===== src/rtl/systolic_ctrl_pkg.sv =====
// ---------------------------------------------------------------------------
// systolic_ctrl_pkg
// Purpose : Shared definitions for the systolic array controller slice:
//           default geometry, the controller state enum, and a helper that
//           sizes the controller counters.
// Ports   : none (package).
// ---------------------------------------------------------------------------
package systolic_ctrl_pkg;

    localparam int DEFAULT_DATAWIDTH = 16;
    localparam int DEFAULT_N_SIZE    = 5;

    typedef enum logic [2:0] {
        ST_IDLE  = 3'd0,
        ST_LOAD  = 3'd1,
        ST_CLEAR = 3'd2,
        ST_FEED  = 3'd3,
        ST_DRAIN = 3'd4,
        ST_DONE  = 3'd5
    } systolic_state_e;

    // One counter width covers both the load index (0..N-1) and the feed
    // step (0..2N-2).
    function automatic int cnt_width(input int n_size);
        return $clog2(2 * n_size);
    endfunction

endpackage : systolic_ctrl_pkg


===== src/rtl/systolic_ctrl_if.sv =====
// ---------------------------------------------------------------------------
// systolic_ctrl_if
// Purpose : Load and result bus of the systolic array controller.
// Signals : in_valid/in_ready   load beat handshake
//           in_a_row/in_b_row   row k of A and B on beat k
//           out_valid/out_ready result handshake
//           out_c               N x N result matrix, out_c[i][j] = C[i][j]
// Handshake: a transfer happens on a rising clock edge where valid and ready
//           are both 1. The source holds its data stable while valid is high
//           and ready is low; ready may be asserted independently of valid.
// Modports: master = job source / result sink, slave = controller.
// ---------------------------------------------------------------------------
interface systolic_ctrl_if #(
    parameter int DATAWIDTH = systolic_ctrl_pkg::DEFAULT_DATAWIDTH,
    parameter int N_SIZE    = systolic_ctrl_pkg::DEFAULT_N_SIZE
);
    logic                                          in_valid;
    logic                                          in_ready;
    logic [N_SIZE-1:0][DATAWIDTH-1:0]              in_a_row;
    logic [N_SIZE-1:0][DATAWIDTH-1:0]              in_b_row;
    logic                                          out_valid;
    logic                                          out_ready;
    logic [N_SIZE-1:0][N_SIZE-1:0][2*DATAWIDTH-1:0] out_c;

    modport master (
        output in_valid, in_a_row, in_b_row, out_ready,
        input  in_ready, out_valid, out_c
    );

    modport slave (
        input  in_valid, in_a_row, in_b_row, out_ready,
        output in_ready, out_valid, out_c
    );
endinterface : systolic_ctrl_if


===== src/rtl/systolic_ctrl_skew.sv =====
// ---------------------------------------------------------------------------
// systolic_skew
// Purpose : Turns the stored A/B matrices and the feed step t into the
//           diagonally skewed edge feeds of an N x N systolic array:
//             o_arr_a[i] = A[i][t-i], o_arr_b[j] = B[t-j][j]
//           with 0 where the index falls outside 0..N-1, and all zeros when
//           i_feed_en is low. Inputs are registers only, so there is no path
//           from the controller's load ports.
// Ports   : i_feed_en  feed window active
//           i_t        feed step counter
//           i_a_buf    A, i_a_buf[row][col]
//           i_b_buf    B, i_b_buf[row][col]
//           o_arr_a    row feeds (one per array row)
//           o_arr_b    column feeds (one per array column)
// ---------------------------------------------------------------------------
module systolic_skew
    import systolic_ctrl_pkg::*;
#(
    parameter int DATAWIDTH = DEFAULT_DATAWIDTH,
    parameter int N_SIZE    = DEFAULT_N_SIZE,
    parameter int CW        = cnt_width(DEFAULT_N_SIZE)
) (
    input  logic                                     i_feed_en,
    input  logic [CW-1:0]                            i_t,
    input  logic [N_SIZE-1:0][N_SIZE-1:0][DATAWIDTH-1:0] i_a_buf,
    input  logic [N_SIZE-1:0][N_SIZE-1:0][DATAWIDTH-1:0] i_b_buf,
    output logic [N_SIZE-1:0][DATAWIDTH-1:0]         o_arr_a,
    output logic [N_SIZE-1:0][DATAWIDTH-1:0]         o_arr_b
);

    localparam int IW = $clog2(N_SIZE);

    always_comb begin
        int w_k;
        w_k     = 0;
        o_arr_a = '0;
        o_arr_b = '0;
        if (i_feed_en) begin
            for (int i = 0; i < N_SIZE; i++) begin
                // Lane i runs i steps behind lane 0.
                w_k = int'(i_t) - i;
                if (w_k >= 0 && w_k < N_SIZE) begin
                    o_arr_a[i] = i_a_buf[i][w_k[IW-1:0]];
                    o_arr_b[i] = i_b_buf[w_k[IW-1:0]][i];
                end
            end
        end
    end

endmodule : systolic_skew


===== src/rtl/systolic_ctrl.sv =====
// ---------------------------------------------------------------------------
// systolic_ctrl
// Purpose : Controller for an external N x N output-stationary systolic
//           array. Loads A and B row by row, clears the accumulators for one
//           cycle, streams skewed feeds for 2N-1 steps, drains for N cycles
//           and then presents the accumulator contents until consumed.
// Ports   : clk, rst_n    clock, asynchronous active-low reset
//           bus          load/result bus (systolic_ctrl_if.slave)
//           arr_a/arr_b  skewed feeds to the array
//           arr_clr_n    active-low accumulator clear (flop output)
//           arr_c        accumulator values from the array
//           busy         high whenever the controller is not IDLE
//           o_dbg_state  current controller state
// ---------------------------------------------------------------------------
module systolic_ctrl
    import systolic_ctrl_pkg::*;
#(
    parameter int DATAWIDTH = DEFAULT_DATAWIDTH,
    parameter int N_SIZE    = DEFAULT_N_SIZE
) (
    input  logic                                          clk,
    input  logic                                          rst_n,
    systolic_ctrl_if.slave                                bus,
    output logic [N_SIZE-1:0][DATAWIDTH-1:0]              arr_a,
    output logic [N_SIZE-1:0][DATAWIDTH-1:0]              arr_b,
    output logic                                          arr_clr_n,
    input  logic [N_SIZE-1:0][N_SIZE-1:0][2*DATAWIDTH-1:0] arr_c,
    output logic                                          busy,
    output systolic_state_e                               o_dbg_state
);

    localparam int CW = cnt_width(N_SIZE);
    localparam int IW = $clog2(N_SIZE);

    localparam logic [CW-1:0] LAST_LOAD  = CW'(N_SIZE - 1);
    localparam logic [CW-1:0] LAST_FEED  = CW'(2 * N_SIZE - 2);
    localparam logic [CW-1:0] LAST_DRAIN = CW'(N_SIZE - 1);

    systolic_state_e                              r_state;
    logic [CW-1:0]                                r_cnt;
    logic [N_SIZE-1:0][N_SIZE-1:0][DATAWIDTH-1:0] r_a_buf;
    logic [N_SIZE-1:0][N_SIZE-1:0][DATAWIDTH-1:0] r_b_buf;
    logic                                         r_in_ready;
    logic                                         r_out_valid;
    logic                                         r_busy;
    logic                                         r_clr_n;

    logic                                         w_feed_en;

    assign w_feed_en     = (r_state == ST_FEED);

    assign bus.in_ready  = r_in_ready;
    assign bus.out_valid = r_out_valid;
    assign bus.out_c     = arr_c;
    assign busy          = r_busy;
    assign arr_clr_n     = r_clr_n;
    assign o_dbg_state   = r_state;

    // r_cnt is the load index in IDLE/LOAD, the feed step t in FEED and the
    // drain cycle count in DRAIN. The beat that leaves IDLE lands at index 0,
    // so LOAD is entered with index 1 pointing at the next free row.
    // Handshake outputs are registered and updated together with the state
    // transition so they always match the state being entered.
    always_ff @(posedge clk or negedge rst_n) begin
        if (!rst_n) begin
            r_state     <= ST_IDLE;
            r_cnt       <= '0;
            r_a_buf     <= '0;
            r_b_buf     <= '0;
            r_in_ready  <= 1'b1;
            r_out_valid <= 1'b0;
            r_busy      <= 1'b0;
            r_clr_n     <= 1'b1;
        end else begin
            case (r_state)
                ST_IDLE: begin
                    if (bus.in_valid) begin
                        r_a_buf[0] <= bus.in_a_row;
                        r_b_buf[0] <= bus.in_b_row;
                        r_cnt      <= CW'(1);
                        r_busy     <= 1'b1;
                        r_state    <= ST_LOAD;
                    end
                end

                ST_LOAD: begin
                    if (bus.in_valid) begin
                        r_a_buf[r_cnt[IW-1:0]] <= bus.in_a_row;
                        r_b_buf[r_cnt[IW-1:0]] <= bus.in_b_row;
                        if (r_cnt == LAST_LOAD) begin
                            r_cnt      <= '0;
                            r_in_ready <= 1'b0;
                            r_clr_n    <= 1'b0;
                            r_state    <= ST_CLEAR;
                        end else begin
                            r_cnt <= r_cnt + 1'b1;
                        end
                    end
                end

                ST_CLEAR: begin
                    r_cnt   <= '0;
                    r_clr_n <= 1'b1;
                    r_state <= ST_FEED;
                end

                ST_FEED: begin
                    if (r_cnt == LAST_FEED) begin
                        r_cnt   <= '0;
                        r_state <= ST_DRAIN;
                    end else begin
                        r_cnt <= r_cnt + 1'b1;
                    end
                end

                // Lets the last products ripple to the far corner PE.
                ST_DRAIN: begin
                    if (r_cnt == LAST_DRAIN) begin
                        r_cnt       <= '0;
                        r_out_valid <= 1'b1;
                        r_state     <= ST_DONE;
                    end else begin
                        r_cnt <= r_cnt + 1'b1;
                    end
                end

                ST_DONE: begin
                    if (bus.out_ready) begin
                        r_cnt       <= '0;
                        r_out_valid <= 1'b0;
                        r_in_ready  <= 1'b1;
                        r_busy      <= 1'b0;
                        r_state     <= ST_IDLE;
                    end
                end

                default: begin
                    r_cnt       <= '0;
                    r_in_ready  <= 1'b1;
                    r_out_valid <= 1'b0;
                    r_busy      <= 1'b0;
                    r_clr_n     <= 1'b1;
                    r_state     <= ST_IDLE;
                end
            endcase
        end
    end

    systolic_skew #(
        .DATAWIDTH (DATAWIDTH),
        .N_SIZE    (N_SIZE),
        .CW        (CW)
    ) u_skew (
        .i_feed_en (w_feed_en),
        .i_t       (r_cnt),
        .i_a_buf   (r_a_buf),
        .i_b_buf   (r_b_buf),
        .o_arr_a   (arr_a),
        .o_arr_b   (arr_b)
    );

endmodule : systolic_ctrl


===== src/flat_wrapper.sv =====
// flat-port wrapper written by rule: the top's interface ports become plain ports
module systolic_ctrl_flat import systolic_ctrl_pkg::*;
#(
    parameter int DATAWIDTH = DEFAULT_DATAWIDTH,
    parameter int N_SIZE    = DEFAULT_N_SIZE
)
  (clk, rst_n, arr_a, arr_b, arr_clr_n, arr_c, busy, o_dbg_state, bus_in_valid, bus_in_a_row, bus_in_b_row, bus_out_ready, bus_in_ready, bus_out_valid, bus_out_c);
  systolic_ctrl_if #(.DATAWIDTH(DATAWIDTH), .N_SIZE(N_SIZE)) bus_i ();
  input  logic clk;
  input  logic rst_n;
  output logic [N_SIZE-1:0][DATAWIDTH-1:0] arr_a;
  output logic [N_SIZE-1:0][DATAWIDTH-1:0] arr_b;
  output logic arr_clr_n;
  input  logic [N_SIZE-1:0][N_SIZE-1:0][2*DATAWIDTH-1:0] arr_c;
  output logic busy;
  output systolic_state_e o_dbg_state;
  input wire logic [$bits(bus_i.in_valid)-1:0] bus_in_valid;
  input wire logic [$bits(bus_i.in_a_row)-1:0] bus_in_a_row;
  input wire logic [$bits(bus_i.in_b_row)-1:0] bus_in_b_row;
  input wire logic [$bits(bus_i.out_ready)-1:0] bus_out_ready;
  output wire logic [$bits(bus_i.in_ready)-1:0] bus_in_ready;
  output wire logic [$bits(bus_i.out_valid)-1:0] bus_out_valid;
  output wire logic [$bits(bus_i.out_c)-1:0] bus_out_c;
  assign bus_i.in_valid = bus_in_valid;
  assign bus_i.in_a_row = bus_in_a_row;
  assign bus_i.in_b_row = bus_in_b_row;
  assign bus_i.out_ready = bus_out_ready;
  assign bus_in_ready = bus_i.in_ready;
  assign bus_out_valid = bus_i.out_valid;
  assign bus_out_c = bus_i.out_c;
  systolic_ctrl #(.DATAWIDTH(DATAWIDTH), .N_SIZE(N_SIZE)) u_core (.clk(clk), .rst_n(rst_n), .bus(bus_i), .arr_a(arr_a), .arr_b(arr_b), .arr_clr_n(arr_clr_n), .arr_c(arr_c), .busy(busy), .o_dbg_state(o_dbg_state));
endmodule

===== config.mk =====
export PLATFORM = sky130hd
export DESIGN_NAME = systolic_ctrl_flat
export DESIGN_NICKNAME = d
export VERILOG_FILES = /design/src/rtl/systolic_ctrl_pkg.sv /design/src/rtl/systolic_ctrl_if.sv /design/src/rtl/systolic_ctrl_skew.sv /design/src/rtl/systolic_ctrl.sv /design/src/flat_wrapper.sv
export SDC_FILE = /design/constraint.sdc
export NUM_CORES = 1
export LEC_CHECK = 0
export ABC_CLOCK_PERIOD_IN_PS = 3700
export CORE_AREA = 2 2 755 757
export CTS_BUF_LIST = sky130_fd_sc_hd__clkbuf_16
export DETAILED_ROUTE_END_ITERATION = 8
export DIE_AREA = 0 0 757 759
export DONT_BUFFER_PORTS = 1
export MAX_ROUTING_LAYER = met4
export SLEW_MARGIN = 5
export SYNTH_ARGS = -nofsm -noshare
export SYNTH_HDL_FRONTEND = slang
export SYNTH_SLANG_ARGS = --single-unit

===== constraint.sdc =====
create_clock -name clk -period 3.7 [get_ports clk]
set_input_delay 0.74 -clock clk [delete_from_list [all_inputs] [get_ports clk]]
set_output_delay 0.74 -clock clk [all_outputs]
set_load 0.05 [all_outputs]

Word-level counts from Yosys, hierarchy flattened
Cells that the tools add are included.
{"block": "word_totals", "regBits": 811, "output_inout_bits": 967, "word_cells": 179}
{"block": "op_classes", "n_addsub": 5, "n_lt_le_gt_ge": 16, "n_eq_ne": 13, "mux": 65, "n_bitwise": 4, "reduce_logical": 20}
{"op": "80-bit binary-select mux with 3-bit select", "n": 5}
{"op": "400-bit bitwise mux", "n": 2}
{"op": "80-bit two-way mux", "n": 8}
{"op": "80-bit one-hot mux with 2 select lines", "n": 2}
{"op": "16-bit two-way mux", "n": 16}
{"op": "16-bit binary-select mux with 3-bit select", "n": 5}
{"op": "80-bit demux with 3-bit select", "n": 1}
{"op": "64-bit two-way mux", "n": 1}
{"op": "48-bit two-way mux", "n": 1}
{"op": "32-bit two-way mux", "n": 1}
{"op": "5-bit by 1-bit >= comparator with 1-bit output (second input constant)", "n": 4}
{"op": "3-bit by 4-bit less-than comparator with 1-bit output (second input constant)", "n": 5}
{"op": "5-bit by 4-bit less-than comparator with 1-bit output (second input constant)", "n": 4}
{"op": "4-bit two-way mux", "n": 5}
{"op": "4-bit one-hot mux with 5 select lines", "n": 1}
{"op": "3-bit two-way mux", "n": 6}
{"op": "3-bit one-hot mux with 6 select lines", "n": 1}
{"op": "4-bit OR reduction", "n": 4}
{"op": "3-bit AND reduction", "n": 5}
{"op": "4-bit by 2-bit subtractor with 5-bit output (second input constant)", "n": 2}
{"op": "1-bit one-hot mux with 3 select lines", "n": 3}
{"op": "3-bit by 2-bit equality test with 1-bit output (second input constant)", "n": 2}
{"op": "3-bit equality test (second input constant)", "n": 2}
{"op": "1-bit logical AND", "n": 6}
{"op": "19 further kinds", "n": 31}

Longest topological paths before layout
{"block": "logic_depth", "word_depth": 7, "depth_mapped": 9, "ltp_nobuf": 7}

By module
A second synthesis with hierarchy kept.
{"block": "hier_totals", "hier_cells": 3243, "area_unflattened_um2": 42881.1}
{"module": "systolic_ctrl", "n_inst": 1, "cells_per_inst": 2571, "area_each_um2": 36257.3, "seq_area_each_um2": 20297.0}
{"module": "systolic_skew", "n_inst": 1, "cells_per_inst": 672, "area_each_um2": 6623.9, "seq_area_each_um2": 0.0}

Least setup slack after synthesis
Ideal clock, no wire load.
{"block": "synth_path", "path_kind": "reg-to-output", "start": "register u_core.r_cnt[2]", "end": "output arr_a[16] in the netlist's numbering", "t_arrival_ns": 2.706, "t_required_ns": 2.960, "setup_slack_ns": 0.254, "path_stages_with_launch": 9, "n_path_buf": 2, "cell_sequence": "dfrtp_1 clkinv_1 clkbuf_1 ha_1 a21boi_0 a221oi_1 o21ai_1 clkbuf_1 a21oi_1"}
{"item": "start: declaration", "line_no": "systolic_ctrl.sv:40", "text": "logic [CW-1:0] r_cnt;"}
{"item": "start signal: assignment", "line_no": "systolic_ctrl.sv:96", "text": "r_cnt <= r_cnt + 1'b1;"}
{"item": "start signal: assignment", "line_no": "systolic_ctrl.sv:112", "text": "r_cnt <= r_cnt + 1'b1;"}
{"item": "start signal: assignment", "line_no": "systolic_ctrl.sv:123", "text": "r_cnt <= r_cnt + 1'b1;"}
{"item": "end: declaration", "line_no": "flat_wrapper.sv:11", "text": "output logic [N_SIZE-1:0][DATAWIDTH-1:0] arr_a;"}

==> reports/metrics.json <==
{
  "path_delay_family": "buffers and inverters",
  "synth_edf_count": 0,
  "tritoncts_num_sinks": 811,
  "num-fill-cells": 64789,
  "wirelength_microns": 517100,
  "ios": 1931,
  "worst_relative_slew_slack": 0.2622,
  "rsz0062_at_grt": "true",
  "timing_max_transition_violations_final": 0,
  "worst-r2r-cell-count": 10,
  "clkLatencyLatePin_ns": 0.82,
  "path_clk_slew_ns": 0.06,
  "first_pass_grt_wire_length_microns": 576100,
  "drtPass1Iterations": 6,
  "final_nets": 3756,
  "route.layer.met1.wl_microns": 96250,
  "period_needed_ns": 3.835,
  "critical_path_arrival_ns": 3.10,
  "routed_wirelength_normalized_by_instance_count_microns": 49.71,
  "tritoncts.num_buffers": 87,
  "yosysSeqAreaShare": 0.4769,
  "final_hold_violation_count": 0,
  "layout.cells.most_common": "dfrtp_1",
  "gp_congestion": 0.9314,
  "grt_pass1_vias": 26273,
  "timing.hold.worst.class": "primary input to async pin",
  "register_to_register_setup_slack_ns": 0.64,
  "antenna_violations_before_repair": 17,
  "violations": "negative setup slack",
  "crit_fanout": 8,
  "synthFlopType": "dfrtp_1",
  "crit_path_end_kind": "output pin",
  "detail-route-antenna-nets": 0,
  "cp.required_ns": 2.96,
  "grt_start_max_net_pins": 103,
  "transition_time_of_the_tightest_slew_check_pin_ns": 1.107,
  "critical_path_class": "flop to output pin",
  "pre_cts_slack_ns": 0.02069,
  "clock_tree.buffer_depth": 3,
  "tritoncts": "built",
  "layout.core_utilization": 0.09857,
  "cpMostUsedCell": "buf_12",
  "routed-wl-met2_microns": 215100,
  "worst_r2r_startpoint": "u_core.r_cnt[1]",
  "timing.rr.end": "u_core.r_b_buf[41]",
  "ys.warnings.count": 0,
  "critPathLaunchType": "flop",
  "layout.cells.most_common_list": "dfrtp_1 (805), mux2_2 (658), mux4_2 (160)",
  "initial_core_util": 0.07507,
  "asyncSetResetFlopFracSynth": 1.000,
  "core-area_sq_um": 567000,
  "syn_area_per_cell_sq_um": 13.08,
  "numPortBuffers": 0,
  "drv_cap": 0,
  "estimated_wirelength_of_the_detail_placed_design_microns": 446000,
  "core.rowCount": 277,
  "design.die.area_sq_um": 574600,
  "grt-ovfl-total": 0,
  "post-route-drc-count": 0,
  "synth_seq_cells": 811,
  "worst_case_vdd_ir_drop_v": 0.0005433,
  "dr.first_iter.drc_count": 2429,
  "finalSetupViolCount": 40,
  "dpl.cell_count": 10061,
  "clock-root-buffer": "clkbuf_16",
  "distinct_cell_type_count_after_synthesis": 45,
  "globalRouteTotalUtil": 0.1767,
  "die_span_in_y_microns": 759,
  "post_synth_net_total": 4231,
  "layout.cells.non_filler": 10402,
  "fin_tns_setup_ns": -1.528,
  "htree_num_levels": 3,
  "skew_ns": 0.09427,
  "cellLeakagePower_nw": 19.90,
  "crit_path_max_incr_delay_ns": 0.47,
  "max_freq_ghz": 0.2607,
  "cpMaxStageDelayCell": "dfrtp_4",
  "status": "finished, violations left",
  "worst_hold_slack_ns": 0.04336,
  "layout-drive-gt1-share": 0.5652,
  "syn-cell-area_sq_um": 42560,
  "top_layer_used": "met4",
  "post_synthesis_to_final_layout_area_growth_pct": 31.31,
  "routed-wl-met3_microns": 185300,
  "cp_num_buf_inv": 6,
  "via_count": 27008,
  "synthesis.instances": 3254,
  "chipWidth_microns": 757,
  "timing.final.crit_share": 1.037,
  "critical_path.cell_chain": "clkinvlp_4 > buf_12 > buf_12 > ha_4 > a21boi_4 > a221oi_4 > o21ai_4 > buf_12 > buf_12 > a21oi_4 > buf_6",
  "vias_per_cell": 2.596,
  "power_density_nw_per_um2": 898.5,
  "finalWorstSetupSlack_ns": -0.1352
}
==> synthesized netlist by cell type, types with 9 or more instances <==
cell type / count / area, sq um
nand3_1: 36 / 180.2
buf_1: 11 / 41.29
inv_1: 9 / 33.78
mux4_2: 160 / 3603
dfrtp_1: 809 / 20240
buf_2: 97 / 485.5
ha_1: 13 / 162.7
buf_6: 22 / 247.7
mux2_1: 142 / 1599
buf_4: 800 / 6006
nor2_1: 103 / 386.6
a22oi_1: 96 / 720.7
nand2_1: 110 / 412.9
o21ai_0: 10 / 50.05
mux2_2: 658 / 7410
a21oi_1: 76 / 380.4
clkbuf_1: 53 / 198.9
==> sequential cells by signal, indices dropped and copies added, names as in the netlist <==
signal and flops:
u_core.r_a_buf 400, u_core.r_b_buf 400, u_core.r_cnt 4, u_core.o_dbg_state 3, u_core.arr_clr_n 1, u_core.bus.in_ready 1
u_core.bus.out_valid 1, u_core.busy 1
==> per-layer routing <==
| metal | vias to the layer above | track usage |
|---|---|---|
| met5 | - | - |
| met1 | 13792 | 0.09338 |
| met3 | 474 | 0.2879 |
| met4 | 0 | 0.05712 |
| li1 | 9744 | - |
| met2 | 2998 | 0.2507 |
==> worst reg2reg max path, cell delays in order (launching register included) <==
cell	delay, ns
dfrtp_4	0.47
clkinvlp_4	0.13
buf_4	0.15
ha_4	0.17
buf_4	0.14
inv_1	0.04
o21ai_0	0.09
nand4_1	0.27
buf_12	0.51
buf_4	0.54
mux2_2	0.41
==> cell type report <==
type / instances / area, sq um / share of cell area
inverters: 10 / 53.80 / 0.0009626
clock inverters: 66 / 720.7 / 0.01289
multi-input cells: 1451 / 17090 / 0.3058
clock buffers: 87 / 2177 / 0.03895
well taps: 7533 / 9425 / 0.1686
flip-flops and latches: 811 / 20310 / 0.3634
repair buffers: 418 / 6048 / 0.1082
diodes: 26 / 65.06 / 0.001164
==> worst max path at each step <==
stage,from,end,slack [ns],cells after the start
detailed placement,u_core.r_cnt[0],arr_a[44],0.02,6
finish,u_core.r_cnt[1],arr_b[30],-0.14,11
CTS,u_core.r_cnt[0],arr_a[44],-0.22,6
floorplan,u_core.r_cnt[2],arr_a[16],0.25,8
global route,u_core.r_cnt[1],arr_b[30],-0.19,11
global placement,u_core.r_cnt[0],arr_a[47],-0.36,6
==> per-stage QoR <==
| stage | power [mW] | area, sq um |
|---|---|---|
| 6_report | 50.22 | 55890 |
| 5_1_grt | 52.70 | 55850 |
| 4_1_cts | 49.21 | 54630 |
| 3_5_place_dp | 34.93 | 48090 |
| 3_3_place_gp | 34.56 | 48070 |
| 2_1_floorplan | 29.52 | 42560 |
==> kinds of logic after synthesis <==
family,after synthesis,share of synthesized area
adder cells (fa/ha/maj),13,0.003822
flip-flops,811,0.4769
buffers and inverters,993,0.1649
multiplexers,960,0.2963
AO/OA/AOI/OAI,203,0.03078
XOR/XNOR,5,0.001029
AND/OR/NAND/NOR,269,0.02634
==> where the power goes <==
| group | switching [mW] | total (mW) | internal, mW |
|---|---|---|---|
| logic | 13.3 | 25.4 | 12.1 |
| clock network | 4.17 | 9.09 | 4.93 |
| registers | 2.39 | 15.7 | 13.3 |
==> timing repair <==
action / in CTS / in global routing
hold buffers: 23 / 0
setup buffers: 74 / 36
cloned: 24 / 11
pin swaps: 100 / 60
endpoints found under the setup margin: 160 / 136
gates resized for setup: 450 / 160
hold endpoints to repair: 111 / 0
Note: power is estimated with default switching activity, not from simulation.
